## config.mk

```make
export PLATFORM = sky130hd
export DESIGN_NAME = spatz_vrf_wr_arbiter
export DESIGN_NICKNAME = d
export VERILOG_FILES = /design/src/rtl/spatz_pkg.sv /design/src/rtl/spatz_vrf_wr_bank_slot.sv /design/src/rtl/spatz_vrf_wr_arbiter.sv
export SDC_FILE = /design/constraint.sdc
export NUM_CORES = 1
export LEC_CHECK = 0
export ABC_AREA = 1
export ABC_CLOCK_PERIOD_IN_PS = 7550
export CORE_ASPECT_RATIO = 0.7
export CORE_MARGIN = 4
export CORE_UTILIZATION = 48
export CTS_CLUSTER_SIZE = 10
export DETAILED_ROUTE_END_ITERATION = 7
export PLACE_DENSITY = 0.81
export SETUP_SLACK_MARGIN = 0.05
export SLEW_MARGIN = 20
export SYNTH_ARGS = -nofsm -noshare
export SYNTH_HDL_FRONTEND = slang
export SYNTH_SLANG_ARGS = --single-unit
```

## constraint.sdc

```tcl
create_clock -name clk_i -period 7.55 [get_ports clk_i]
set_input_delay 1.51 -clock clk_i [delete_from_list [all_inputs] [get_ports clk_i]]
set_output_delay 1.51 -clock clk_i [all_outputs]
set_load 0.02 [all_outputs]
```

## src/rtl/spatz_pkg.sv

```systemverilog
// Shared VRF types and write-requester indices for the Spatz vector register file write path.
package spatz_pkg;

  localparam int unsigned VRegAddrWidth = 10;
  localparam int unsigned VRegDataWidth = 32;
  localparam int unsigned VRegBeWidth   = VRegDataWidth / 8;

  typedef logic [VRegAddrWidth-1:0] vreg_addr_t;
  typedef logic [VRegDataWidth-1:0] vreg_data_t;
  typedef logic [VRegBeWidth-1:0]   vreg_be_t;

  // Write requester indices; a lower index has higher base priority.
  localparam int unsigned VFU_VD_WD  = 0;
  localparam int unsigned VLSU_VD_WD = 1;
  localparam int unsigned VSLD_VD_WD = 2;

  typedef struct packed {
    vreg_addr_t addr;
    vreg_data_t data;
    vreg_be_t   be;
  } vrf_wr_req_t;

endpackage

```

## src/rtl/spatz_vrf_wr_bank_slot.sv

```systemverilog
// Single-entry output register for one VRF bank write port with a valid/ready handshake.
module spatz_vrf_wr_bank_slot
  import spatz_pkg::*;
#(
  parameter int unsigned SrcW = 2
) (
  input  logic            clk_i,
  input  logic            rst_i,
  input  logic            load,
  input  vrf_wr_req_t     load_req,
  input  logic [SrcW-1:0] load_src,
  input  logic            bank_ready,
  output logic            free,
  output logic            we,
  output vreg_addr_t      waddr,
  output vreg_data_t      wdata,
  output vreg_be_t        wbe,
  output logic [SrcW-1:0] src
);

  logic            valid_q;
  vrf_wr_req_t     req_q;
  logic [SrcW-1:0] src_q;

  // NOTE: sequential state is written with non-blocking '<=' so every flop samples pre-edge values.
  // NOTE: the payload is reset as well, because the bank-facing outputs must read zero out of reset.
  always_ff @(posedge clk_i or posedge rst_i) begin
    if (rst_i) begin
      valid_q <= 1'b0;
      req_q   <= '0;
      src_q   <= '0;
    end else begin
      // A load in the same cycle as a drain keeps the slot occupied.
      if (load) begin
        valid_q <= 1'b1;
      end else if (bank_ready) begin
        valid_q <= 1'b0;
      end
      if (load) begin
        req_q <= load_req;
        src_q <= load_src;
      end
    end
  end

  assign free  = !valid_q || bank_ready;
  assign we    = valid_q;
  assign waddr = req_q.addr;
  assign wdata = req_q.data;
  assign wbe   = req_q.be;
  assign src   = src_q;

endmodule

```

## src/rtl/spatz_vrf_wr_arbiter.sv

```systemverilog
// Per-bank write arbiter for the banked VRF: fixed priority with optional starvation boosting
// (enabled by defining SPATZ_VRF_WR_ARB_STARVE_EN) and one registered slot per bank.
module spatz_vrf_wr_arbiter
  import spatz_pkg::*;
#(
  parameter int unsigned NrReq       = 3,
  parameter int unsigned NrBanks     = 4,
  parameter int unsigned BankLsb     = 0,
  parameter int unsigned StarveLimit = 4
) (
  input  logic                                        clk_i,
  input  logic                                        rst_i,
  input  logic       [NrReq-1:0]                      req_valid_i,
  output logic       [NrReq-1:0]                      req_ready_o,
  input  vreg_addr_t [NrReq-1:0]                      req_addr_i,
  input  vreg_data_t [NrReq-1:0]                      req_data_i,
  input  vreg_be_t   [NrReq-1:0]                      req_be_i,
  output logic       [NrBanks-1:0]                    bank_we_o,
  input  logic       [NrBanks-1:0]                    bank_ready_i,
  output vreg_addr_t [NrBanks-1:0]                    bank_waddr_o,
  output vreg_data_t [NrBanks-1:0]                    bank_wdata_o,
  output vreg_be_t   [NrBanks-1:0]                    bank_wbe_o,
  output logic       [NrBanks-1:0][$clog2(NrReq)-1:0] bank_src_o,
  output logic       [NrReq-1:0]                      starve_o
);

  localparam int unsigned BankW = $clog2(NrBanks);
  localparam int unsigned SrcW  = $clog2(NrReq);

  logic        [NrReq-1:0]              boosted;
  logic        [NrBanks-1:0][NrReq-1:0] cand;
  logic        [NrBanks-1:0]            slot_free;
  logic        [NrBanks-1:0]            load;
  logic        [NrBanks-1:0][SrcW-1:0]  win_idx;
  vrf_wr_req_t [NrBanks-1:0]            load_req;

  // NOTE: combinational logic uses blocking '=' and gives every output a default first, so no latch is inferred.
  always_comb begin
    cand        = '0;
    load        = '0;
    win_idx     = '0;
    load_req    = '0;
    req_ready_o = '0;
    for (int b = 0; b < int'(NrBanks); b++) begin
      for (int r = 0; r < int'(NrReq); r++) begin
        cand[b][r] = req_valid_i[r] && (req_addr_i[r][BankLsb +: BankW] == BankW'(b));
      end
      // Scan downwards so the lowest index wins; the boosted pass overrides the plain pass.
      for (int r = int'(NrReq) - 1; r >= 0; r--) begin
        if (cand[b][r] && !boosted[r]) win_idx[b] = SrcW'(r);
      end
      for (int r = int'(NrReq) - 1; r >= 0; r--) begin
        if (cand[b][r] && boosted[r]) win_idx[b] = SrcW'(r);
      end
      load[b]     = (|cand[b]) && slot_free[b] && !rst_i;
      load_req[b] = '{addr: req_addr_i[win_idx[b]],
                      data: req_data_i[win_idx[b]],
                      be:   req_be_i[win_idx[b]]};
      if (load[b]) req_ready_o[win_idx[b]] = 1'b1;
    end
  end

`ifdef SPATZ_VRF_WR_ARB_STARVE_EN
  localparam int unsigned CntW = $clog2(StarveLimit + 1);

  logic [NrReq-1:0][CntW-1:0] starve_cnt;

  always_ff @(posedge clk_i or posedge rst_i) begin
    if (rst_i) begin
      starve_cnt <= '0;
    end else begin
      for (int r = 0; r < int'(NrReq); r++) begin
        if (!req_valid_i[r] || req_ready_o[r]) begin
          starve_cnt[r] <= '0;
        end else if (starve_cnt[r] != CntW'(StarveLimit)) begin
          starve_cnt[r] <= starve_cnt[r] + CntW'(1);
        end
      end
    end
  end

  always_comb begin
    boosted = '0;
    for (int r = 0; r < int'(NrReq); r++) begin
      boosted[r] = (starve_cnt[r] == CntW'(StarveLimit));
    end
  end
`else
  assign boosted = '0;
`endif

  assign starve_o = boosted;

  for (genvar b = 0; b < int'(NrBanks); b++) begin : g_slot
    spatz_vrf_wr_bank_slot #(
      .SrcW (SrcW)
    ) i_slot (
      .clk_i      (clk_i),
      .rst_i      (rst_i),
      .load       (load[b]),
      .load_req   (load_req[b]),
      .load_src   (win_idx[b]),
      .bank_ready (bank_ready_i[b]),
      .free       (slot_free[b]),
      .we         (bank_we_o[b]),
      .waddr      (bank_waddr_o[b]),
      .wdata      (bank_wdata_o[b]),
      .wbe        (bank_wbe_o[b]),
      .src        (bank_src_o[b])
    );
  end

endmodule

```

Yosys cells after proc, flatten, opt, wreduce, memory -nomap -nowiden. Cells that the tools add are included. W data, S select, Z words.

$lt $le $gt $ge: 8. Equal/unequal tests: 9. Multiplexer cells: 56. Bitwise logic cells: 3. Reductions and logical operators: 44.

Operator list (number): $bmux W32 S2 (4); $mux W32 (4); $bmux W10 S2 (4); $mux W10 (4); $bmux W4 S2 (4); $logic_and A1 B1 Y1 (24); $mux W2 (12); $mux W4 (4); $eq A2 B2 Y1 const B (6); $lt A2 B3 Y1 const B (4); $mux W1 (12); $mux W3 (4); $reduce_or A3 Y1 (4); $or A3 B3 Y3 (3); $demux W1 S2 (4); $ge A2 B1 Y1 const B (4); $reduce_bool A2 Y1 (4); $eq A2 B1 Y1 const B (3); $logic_not A2 Y1 (3); $logic_not A1 Y1 (5); $logic_or A1 B1 Y1 (4).

Bits in registers: 196. Input bits: 147. Output and inout port bits: 202. Logic and storage cells: 140.

Longest topological paths before layout.
Depth in word-level cells: 16. Mapped depth: 11. Depth with buffers taken out: 9.

Hierarchy. Synthesis repeated with hierarchy kept, for this count alone.

Cells, all modules: 1753. Area total of the unflattened synthesis: 11579.9 µm².

Modules (own cells, without submodules): spatz_vrf_wr_bank_slot (instances 4, cells each 208, area each 1845.5 µm², seq. area each 1226.2 µm²); spatz_vrf_wr_arbiter (instances 1, cells each 921, area each 4197.8 µm², seq. area each 0.0 µm²).

Least setup slack after synthesis. Ideal clock, no wire load.

Path kind: input port to output port. Start point: input port rst_i. End point: output port req_ready_o[1]. Arrival time: 5.033 ns. Setup slack: 1.007 ns. Stages on the path: 6. Buffers on the path: 1. Cell sequence: inv_2 nand3_1 clkbuf_1 nor2_1 nor2_1 nand2_1.

Cells in the longest elaborated chain, start to end: 9. Elaborated cells between the ends (all ways): 12. Those cells by class: mux: 4; bitwise: 3; reduce/logical: 5.

Ends and longest elaborated chain: start: declaration (line spatz_vrf_wr_arbiter.sv:12) `input logic rst_i,`; $logic_not A1 Y1 * (line spatz_vrf_wr_arbiter.sv:55) `load[b] = (|cand[b]) && slot_free[b] && !rst_i;`; $logic_and A1 B1 Y1 (line spatz_vrf_wr_arbiter.sv:55); $mux W3 (line spatz_vrf_wr_arbiter.sv:59) `if (load[b]) req_ready_o[win_idx[b]] = 1'b1;`; $or A3 B3 Y3 (no source line); $mux W3 (line spatz_vrf_wr_arbiter.sv:59); $or A3 B3 Y3 (no source line); $mux W3 (line spatz_vrf_wr_arbiter.sv:59); $or A3 B3 Y3 (no source line); $mux W3 * (line spatz_vrf_wr_arbiter.sv:59); end: declaration (line spatz_vrf_wr_arbiter.sv:14) `output logic [NrReq-1:0] req_ready_o,`.

Mark *: on every way between the ends. The rest lies on a longest branch, timed or not.

Final worst setup path.
Start point: input port rst_i. End point: output port req_ready_o[0].

Same word-level chain as after synthesis.

==> results by group <==
Place
  – DP HPWL: 31.16 mm
  – Pre-CTS WS: 1.752 ns
  – PortBufs: roughly 350
  – GP Congestion: roughly 0.93

STA
  – Max frequency: about 0.17 GHz
  – Final hold vios: 0
  – Final worst path period share: approximately 78%
  – Setup TNS Final: 0 ns
  – Final worst slack: between 1.5 and 2 ns
  – Worst Max-Slew Pin Slew: ~1.2 ns
  – Setup Viol. Count Final: 0
  – Fin. max-slew vios: 0
  – Relative slew slack: 21.47%
  – Worst Clk Skew: 0.01228 ns
  – Tmin final: ~5.9 ns
  – RSZ-0062 raised after global routing: false

Layout
  – Share of cells above drive strength 1: ~3.8%
  – Synth-to-layout area growth: 34.85%
  – Nets@finish: between 2000 and 2500
  – Fill count: 2073
  – Most frequent cells in the layout: 993 x nand2_1, 354 x nand3_1, 345 x clkdlybuf4s50_1
  – Commonest non-fill, non-tap cell in the layout: nand2_1

Global routing
  – Total grt overflow: 0
  – First-pass GRT wire length: between 70 and 80 mm
  – GRT Total Usage: 35.53%
  – Largest net degree at the start of global routing: 146
  – Vias in the first global route: approximately 13000
  – Antenna violations before repair: 0

Clocking
  – PostCTS Resize Cnt: 0
  – Worst-skew pair later-pin latency: between 0.4 and 0.5 ns
  – H-tree lvl count: 4
  – Clk root buf: clkbuf_16
  – Hold-fix buffers at CTS: 0
  – Total CTS buffers: 17
  – Sink Count: 196
  – Clk slew on worst S/H paths: about 0.070 ns
  – Post-CTS setup buffer count: 0
  – CTS tree: done
  – Clock Path Buffers: 2

Drt
  – DRC Markers: 0
  – Via count: ~14000
  – Via/cell ratio: 5.706
  – Wire per inst: 20.26 um
  – WL final: 48.94 mm
  – DRT iter0 DRCs: approximately 2200
  – Routed Antenna Nets: 0
  – Drt first pass iters: 6

Setup path
  – Crit Path Category: in2out
  – Worst path arrival time: between 4 and 5 ns
  – Crit. Startpoint: rst_i
  – Setup crit end: req_ready_o[0]
  – Critical path peak fanout: 60
  – Worst reg2reg setup slack: around 4.6 ns
  – Worst setup SP type: primary input
  – Register-to-Register Path Depth: 6
  – RR Endpoint: g_slot[2].i_slot.wbe[3]
  – Crit. End Element: output pin
  – RR Startpoint: g_slot[2].i_slot.we
  – Critical path required time: 6.04 ns

Die
  – Io pins: between 300 and 400
  – Die width: 194.1 um
  – Full die area: about 27000 um^2
  – Core Rows: 47
  – Core area: roughly 24000 um^2
  – Starting Density: 48.97%
  – Die height: 138.3 um

Power
  – Power Density: about 240 nW/um^2
  – IR drop worst, VDD: around 0.16 mV
  – Total power: 0.003806 W
  – Leak pwr: about 8 nW

Yosys
  – Mean post-synth cell area: around 6.4 um^2
  – Post-synth top area share: 42.16%
  – Cells after synthesis: approximately 1800
  – Synth area leaders: dfrtp_1 42%, nand2_1 32%, nand3_1 15%
  – Cell taking the most area after synthesis: dfrtp_1
  – Synthesized area: approximately 12000 um^2
  – Synth Register Bits: 196
  – Count of cell types in the netlist: 18
  – Ys Warns: 0
  – Post-synthesis sequential area ratio: 42.16%

Run status
  – Status: completed

Run
  – # Max-Cap Violations: 0

Min path
  – Hold crit path type: reg2reg
==> area by class of cell <==
| class | count | area, um^2 | area share (%) |
|---|---|---|---|
| diodes | 2 | 5.005 | 0.03190 |
| clock inverters | 12 | 115.1 | 0.7338 |
| inverters | 85 | 326.6 | 2.082 |
| clock buffers | 18 | 439.2 | 2.799 |
| repair buffers | 362 | 3593 | 22.91 |
| well taps | 318 | 397.9 | 2.536 |
| multi-input cells | 1423 | 5906 | 37.65 |
| flip-flops and latches | 196 | 4905 | 31.27 |
==> per-layer routing <==
metal	wire, um	vias up	track usage (%)
met4	1468	0	11.24
met5	0	-	0
met1	19920	6377	51.37
li1	-	6211	-
met3	6544	128	9.168
met2	21010	1070	52.69
==> critical path, stage by stage <==
cell and delay (ns):
clkdlybuf4s50_1 0.49, inv_8 0.35, nand3_2 0.81, nor2_1 0.33
nor2_1 0.07, nand2_1 0.09, clkdlybuf4s50_1 0.61
==> logic make-up (layout without fill, tap and decap cells) <==
family	after synthesis	after routing	synth area share (%)
simple gates	1416	1416	50.04
compound gates	4	4	0.1721
flops	196	196	42.16
other cells	1	5	0.03223
buf+inv	203	477	7.593
==> cells in the mapped netlist <==
cell type	instances
nand2_1	998
nand3_1	359
dfrtp_1	196
inv_1	75
buf_2	49
clkbuf_1	49
nor2_1	42
buf_4	14
inv_2	10
buf_1	5
nand4_1	5
nand3_2	4
o21ai_0	4
or2_2	4
nor2_2	3
buf_6	1
conb_1	1
nand2_2	1
==> how the worst min path moves through the flow <==
| stage | startpoint | to | cells past startpoint |
|---|---|---|---|
| 6_report | g_slot[3].i_slot.waddr[1] | g_slot[3].i_slot.waddr[1] | 1 |
| 4_1_cts | g_slot[3].i_slot.waddr[0] | g_slot[3].i_slot.waddr[0] | 1 |
| 3_5_place_dp | g_slot[1].i_slot.waddr[0] | g_slot[1].i_slot.waddr[0] | 1 |
| 3_3_place_gp | g_slot[3].i_slot.waddr[1] | g_slot[3].i_slot.waddr[1] | 1 |
| 2_1_floorplan | g_slot[2].i_slot.we | g_slot[2].i_slot.we | 2 |
| 5_1_grt | g_slot[1].i_slot.wdata[4] | g_slot[1].i_slot.wdata[4] | 2 |
==> power by group <==
group | internal (W) | total (W) | switching (W)
sequential | 0.00128 | 0.00146 | 0.000174
clock | 0.000444 | 0.000899 | 0.000456
combinational | 0.000629 | 0.00145 | 0.000822
==> per-stage QoR <==
| step | area (um^2) | hold slack [ns] | utilization [%] | std cells |
|---|---|---|---|---|
| 3_5_place_dp | 15130 | 0.4535 | 63.68 | 2384 |
| 6_report | 15690 | 0.4733 | 66.03 | 2416 |
| 3_3_place_gp | 15130 | 0.4571 | 63.68 | 2384 |
| 5_1_grt | 15680 | 0.4956 | 66.01 | 2414 |
| 2_1_floorplan | 11640 | 0.4874 | - | 1822 |
| 4_1_cts | 15680 | 0.4739 | 66.01 | 2414 |
==> state kept, by name, indices dropped and copies added (netlist names) <==
name                 count
g_slot.i_slot.waddr     40
g_slot.i_slot.we         4
g_slot.i_slot.wdata    128
g_slot.i_slot.src        8
g_slot.i_slot.wbe       16
Power figures use the tool's default switching activity.
